==> src/rtl/mem_arbiter.sv <==
// Round-robin arbiter sharing one memory req/rec port between CHANNELS masters.
// A per-transaction watchdog aborts a hung downstream access, answers the master
// with all-ones data and raises a sticky bus_error.
//
//   state     | meaning
//   ----------+---------------------------------------------------
//   S_IDLE    | evaluate requests, latch the winner into mem_*
//   S_ACTIVE  | downstream request outstanding, watchdog running
//   S_RELEASE | wait for granted ch_req and mem_rec to both drop
module mem_arbiter #(
    parameter int CHANNELS = 2,
    parameter int ADDR_W   = 32,
    parameter int DATA_W   = 32,
    parameter int TIMEOUT  = 256
) (
    input  logic                         mclk,
    input  logic                         reset,
    input  logic [CHANNELS-1:0]          ch_req,
    input  logic [CHANNELS-1:0]          ch_rw,
    input  logic [CHANNELS*ADDR_W-1:0]   ch_address,
    input  logic [CHANNELS*DATA_W-1:0]   ch_write_data,
    input  logic [CHANNELS*2-1:0]        ch_size,
    output logic [CHANNELS-1:0]          ch_rec,
    output logic [DATA_W-1:0]            ch_read_data,
    output logic                         mem_rw_req,
    output logic                         mem_rw,
    output logic [ADDR_W-1:0]            mem_address,
    output logic [DATA_W-1:0]            mem_write_data,
    output logic [1:0]                   mem_size,
    input  logic [DATA_W-1:0]            mem_read_data,
    input  logic                         mem_rec,
    output logic                         bus_error,
    output logic [2:0]                   error_chan
);

    localparam int WD_W = (TIMEOUT > 0) ? $clog2(TIMEOUT + 1) : 1;

    typedef enum logic [1:0] {
        S_IDLE,
        S_ACTIVE,
        S_RELEASE
    } state_t;

    state_t              state_q, state_d;
    logic [2:0]          rr_ptr_q, rr_ptr_d;
    logic [2:0]          grant_q, grant_d;
    logic [WD_W-1:0]     wd_cnt_q, wd_cnt_d;
    logic                mem_rw_req_q, mem_rw_req_d;
    logic                mem_rw_q, mem_rw_d;
    logic [ADDR_W-1:0]   mem_address_q, mem_address_d;
    logic [DATA_W-1:0]   mem_write_data_q, mem_write_data_d;
    logic [1:0]          mem_size_q, mem_size_d;
    logic [CHANNELS-1:0] ch_rec_q, ch_rec_d;
    logic [DATA_W-1:0]   ch_read_data_q, ch_read_data_d;
    logic                bus_error_q, bus_error_d;
    logic [2:0]          error_chan_q, error_chan_d;

    logic [3:0]          cand;
    logic [3:0]          nxt_sum;
    logic [2:0]          sel_ch;
    logic [2:0]          rr_next;
    logic                any_req;
    logic [CHANNELS-1:0] sel_onehot;
    logic [CHANNELS-1:0] grant_onehot;
    logic                grant_req;

    // Pick the first requester at or above rr_ptr (modulo CHANNELS); the
    // descending loop lets the smallest rotation distance win.
    always_comb begin
        cand    = '0;
        sel_ch  = '0;
        for (int i = CHANNELS - 1; i >= 0; i--) begin
            cand = {1'b0, rr_ptr_q} + 4'(i);
            if (cand >= 4'(CHANNELS)) begin
                cand = cand - 4'(CHANNELS);
            end
            if (|(ch_req & (CHANNELS'(1) << cand))) begin
                sel_ch = cand[2:0];
            end
        end
        nxt_sum = {1'b0, sel_ch} + 4'd1;
        if (nxt_sum >= 4'(CHANNELS)) begin
            nxt_sum = '0;
        end
        rr_next      = nxt_sum[2:0];
        any_req      = |ch_req;
        sel_onehot   = CHANNELS'(1) << sel_ch;
        grant_onehot = CHANNELS'(1) << grant_q;
        grant_req    = |(ch_req & grant_onehot);
    end

    // Next-state and datapath decisions for the arbitration FSM.
    always_comb begin
        state_d          = state_q;
        rr_ptr_d         = rr_ptr_q;
        grant_d          = grant_q;
        wd_cnt_d         = wd_cnt_q;
        mem_rw_req_d     = mem_rw_req_q;
        mem_rw_d         = mem_rw_q;
        mem_address_d    = mem_address_q;
        mem_write_data_d = mem_write_data_q;
        mem_size_d       = mem_size_q;
        ch_rec_d         = '0;
        ch_read_data_d   = ch_read_data_q;
        bus_error_d      = bus_error_q;
        error_chan_d     = error_chan_q;

        unique case (state_q)
            S_IDLE: begin
                if (any_req) begin
                    grant_d          = sel_ch;
                    rr_ptr_d         = rr_next;
                    mem_rw_d         = |(ch_rw & sel_onehot);
                    mem_address_d    = ch_address[int'(sel_ch) * ADDR_W +: ADDR_W];
                    mem_write_data_d = ch_write_data[int'(sel_ch) * DATA_W +: DATA_W];
                    mem_size_d       = ch_size[int'(sel_ch) * 2 +: 2];
                    mem_rw_req_d     = 1'b1;
                    wd_cnt_d         = WD_W'(TIMEOUT);
                    state_d          = S_ACTIVE;
                end
            end
            S_ACTIVE: begin
                // A response on the expiry cycle takes priority over the abort.
                if (mem_rec) begin
                    ch_rec_d       = grant_onehot;
                    ch_read_data_d = mem_read_data;
                    mem_rw_req_d   = 1'b0;
                    state_d        = S_RELEASE;
                end else if (TIMEOUT != 0) begin
                    wd_cnt_d = wd_cnt_q - WD_W'(1);
                    if (wd_cnt_q == WD_W'(1)) begin
                        ch_rec_d       = grant_onehot;
                        ch_read_data_d = '1;
                        mem_rw_req_d   = 1'b0;
                        bus_error_d    = 1'b1;
                        error_chan_d   = grant_q;
                        state_d        = S_RELEASE;
                    end
                end
            end
            S_RELEASE: begin
                // Late responses to an aborted access are swallowed here.
                if (!grant_req && !mem_rec) begin
                    state_d = S_IDLE;
                end
            end
            default: begin
                state_d = S_IDLE;
            end
        endcase
    end

    // State and output registers; reset abandons any outstanding request.
    always_ff @(posedge mclk or posedge reset) begin
        if (reset) begin
            state_q          <= S_IDLE;
            rr_ptr_q         <= '0;
            grant_q          <= '0;
            wd_cnt_q         <= '0;
            mem_rw_req_q     <= 1'b0;
            mem_rw_q         <= 1'b0;
            mem_address_q    <= '0;
            mem_write_data_q <= '0;
            mem_size_q       <= '0;
            ch_rec_q         <= '0;
            ch_read_data_q   <= '0;
            bus_error_q      <= 1'b0;
            error_chan_q     <= '0;
        end else begin
            state_q          <= state_d;
            rr_ptr_q         <= rr_ptr_d;
            grant_q          <= grant_d;
            wd_cnt_q         <= wd_cnt_d;
            mem_rw_req_q     <= mem_rw_req_d;
            mem_rw_q         <= mem_rw_d;
            mem_address_q    <= mem_address_d;
            mem_write_data_q <= mem_write_data_d;
            mem_size_q       <= mem_size_d;
            ch_rec_q         <= ch_rec_d;
            ch_read_data_q   <= ch_read_data_d;
            bus_error_q      <= bus_error_d;
            error_chan_q     <= error_chan_d;
        end
    end

    assign mem_rw_req     = mem_rw_req_q;
    assign mem_rw         = mem_rw_q;
    assign mem_address    = mem_address_q;
    assign mem_write_data = mem_write_data_q;
    assign mem_size       = mem_size_q;
    assign ch_rec         = ch_rec_q;
    assign ch_read_data   = ch_read_data_q;
    assign bus_error      = bus_error_q;
    assign error_chan     = error_chan_q;

endmodule

==> config.mk <==
export PLATFORM = sky130hd
export DESIGN_NAME = mem_arbiter
export DESIGN_NICKNAME = d
export VERILOG_FILES = /design/src/rtl/mem_arbiter.sv
export SDC_FILE = /design/constraint.sdc
export NUM_CORES = 1
export LEC_CHECK = 0
export ABC_CLOCK_PERIOD_IN_PS = 11000
export CORE_UTILIZATION = 30
export CTS_BUF_LIST = sky130_fd_sc_hd__clkbuf_4
export CTS_CLUSTER_SIZE = 40
export DETAILED_ROUTE_END_ITERATION = 6
export PLACE_DENSITY_LB_ADDON = 0.08
export SYNTH_ARGS = -nofsm -noshare
export SYNTH_HDL_FRONTEND = slang
export SYNTH_SLANG_ARGS = --single-unit
==> constraint.sdc <==
create_clock -name mclk -period 11 [get_ports mclk]
set_clock_uncertainty 0.1 [all_clocks]
set_input_delay 2.2 -clock mclk [delete_from_list [all_inputs] [get_ports mclk]]
set_output_delay 2.2 -clock mclk [all_outputs]
set_load 0.03 [all_outputs]
==> results.yml <==
clock_network:
  hold_buffers: 0
  cts_tree: "yes"
  cts_sinks: 123
  h-tree-depth: 4
  clock_latency_ps: 520
  cts_buffer_depth: 2
  post_cts_buffers: 0
  root_buffer: "clkbuf_4"
  cts_resized: 0
  cts.clk_slew.worst_paths_ps: 100
  numCtsBuffers: 17
final_layout:
  nets: 929
  fillCellCount: 1523
  layout-drive-gt1-share: 0.0643
  fin_cells: 988
  syn2layout_area_growth_pct: 61.4
  fin_area_um2: 8520
run:
  max-cap-violations: 0
sta:
  slew_headroom: 0.219
  fmax_mhz: 210
  finalHoldViolCount: 0
  setup_tns_ps: 0
  period_needed_ps: 4760
  rsz0062_at_grt: "no"
  fin_crit_sh: 0.433
  setup_viol: 0
  tightest_slew_ps: 1170
  slew_violations: 0
  hold_ws_ps: 386
routing:
  wire_per_inst_um: 16.4
  wl_um: 16200
  antenna_left: 0
  drt_first_pass_iters: 4
  via_per_inst: 4.90
  route.vias.total: 4846
  drt_iter0_drc: 183
  drt_drc_violations_left: 0
grt:
  antenna_found_initial: 1
  grt_pass1_wl_um: 25500
  grt_max_degree: 72
  overflow: 0
  grt_usage: 0.184
  grt_pass1_vias: 5033
setup_path:
  cp_max_fo: 71
  path_cells: "clkdlybuf4s50_1, nand2b_1, a2bb2oi_4, buf_4, a21oi_4, buf_4, a22oi_1, o21ai_0"
  path_common_cell: "buf_4"
  critPathTopFamily: "buffers and inverters"
  critPathSlowestCell: "a21oi_4"
  cp_num_buf_inv: 3
  critPathLaunchType: "input port"
  slowest_delay_ps: 700
  arrival_ps: 5090
  worstPathRequired_ps: 11330
  path_class: "input port to register"
  critPathCaptureType: "register"
placement:
  dp_hpwl_um: 11200
  io_buffers: 276
  place_area_um2: 8220
  place_congestion: 0.766
  dp_cells: 957
floorplan:
  die_h_um: 135
  rows: 48
  initial_utilization: 0.306
  core_area_um2: 17200
  die_width_um: 135
  dieArea_um2: 18100
  ios: 277
power:
  ir_worst_vdd_uv: 142
  power.leakage_nw: 3.48
  total_power_mw: 2.33
  p_per_area_nw_per_um2: 273
synthesis:
  synth_cell_types: 46
  syn_nets: 666
  async_reset_ff_frac: 1.00
  synth_cells: 488
  ys_ff_latch: 123
  synth_top_area_cell: "dfrtp_1"
  synthTopCellsByArea: "dfrtp_1, a22oi_1, o21ai_0"
  synth_edf_count: 0
  yosys.area.top_type_share: 0.583
  ys_seq_area_frac: 0.583
  ys_top_cells_by_count: "dfrtp_1, nand2_1, o21ai_0, a22oi_1, o22a_1"
  syn_area_um2: 5280
  synth_area_per_cell_um2: 10.8
  yosysWarnings: 0
  yosysMostFrequentCell: "dfrtp_1"
  ys.flop_type: "dfrtp_1"
status:
  status: "finished clean"
min_path:
  hp-class: "register to register"
flip-flops by register name, summed over array words and instances (netlist names):
| name | count |
|---|---|
| rr_ptr_q | 3 |
| mem_write_data | 32 |
| mem_size | 2 |
| wd_cnt_q | 9 |
| mem_address | 32 |
| mem_rw_req | 1 |
| ch_read_data | 32 |
| grant_q | 3 |
| bus_error | 1 |
| mem_rw | 1 |
| state_q | 2 |
| error_chan | 3 |
| ch_rec | 2 |
cell usage in the layout, fill, tap and decap left out, types with 2 or more instances in the layout:
cell type,instances
bufinv_16,4
inv_1,5
dfrtp_1,123
o21ai_0,68
xor2_1,2
mux2_2,4
nand3_1,4
clkdlybuf4s50_1,276
xnor2_1,3
nor2b_1,2
or4_1,2
nand2b_1,4
nor2_1,11
clkinv_1,2
or3_1,4
o22a_1,32
buf_4,5
nand2_1,75
o31ai_1,2
o21ai_1,6
clkbuf_4,20
a21oi_1,4
a22oi_1,67
ha_1,7
nor3_1,3
clkinv_2,3
cell type report:
class                           instances  area (um^2)  share of cell area
Antenna cell                            1         2.50            0.000294
Clock buffer                           20          150              0.0176
Clock inverter                         10          150              0.0176
Inverter                                6         25.0             0.00294
Multi-Input combinational cell        322         2030               0.239
Sequential cell                       123         3080               0.361
Tap cell                              225          282              0.0330
Timing Repair Buffer                  281         2800               0.329
worst min-delay path, cell delays in order, from the launching register on:
cell and delay [ps]:
dfrtp_1 350, nand2_1 40, o21ai_0 60
metrics by stage:
stage	utilization	setup WS (ps)
floorplan	-	5430
global placement	0.477	5820
detailed placement	0.477	5700
CTS	0.494	6270
global route	0.494	6060
finish	0.494	6240
path summary, 6_finish.rpt:
check	startpoint	to	slack, ps	depth (start not counted)
setup / recovery	ch_req[1]	mem_address[14]$_DFFE_PP0P_	6240	8
hold / removal	mem_address[19]$_DFFE_PP0P_	mem_address[19]$_DFFE_PP0P_	390	2
setup reg to reg	rr_ptr_q[1]$_DFFE_PP0P_	mem_address[14]$_DFFE_PP0P_	7770	8
hold reg to reg	mem_address[19]$_DFFE_PP0P_	mem_address[19]$_DFFE_PP0P_	390	2
max in group asynchronous	reset	ch_read_data[30]$_DFFE_PP0P_	7380	3
min in group asynchronous	reset	ch_read_data[5]$_DFFE_PP0P_	2050	2
power breakdown:
group          internal, mW  switching (mW)  total (mW)
clock                 0.183           0.162       0.345
sequential            0.649           0.117       0.766
combinational         0.504           0.714        1.22
per-layer routing:
metal,track usage,share of wire,up-vias
li1,-,-,2304
met1,0.197,0.39,2328
met2,0.321,0.50,191
met3,0.0800,0.086,23
met4,0.0662,0.023,0
met5,0,0,-
kinds of logic after synthesis:
group | after synthesis | synth area share
flip-flops | 123 | 0.583
XOR/XNOR | 5 | 0.00829
AND/OR/NAND/NOR | 117 | 0.104
buffers and inverters | 43 | 0.0396
adder cells (fa/ha/maj) | 7 | 0.0166
AO/OA/AOI/OAI | 189 | 0.240
multiplexers | 4 | 0.00853
Note: power is estimated with default switching activity, not from simulation.
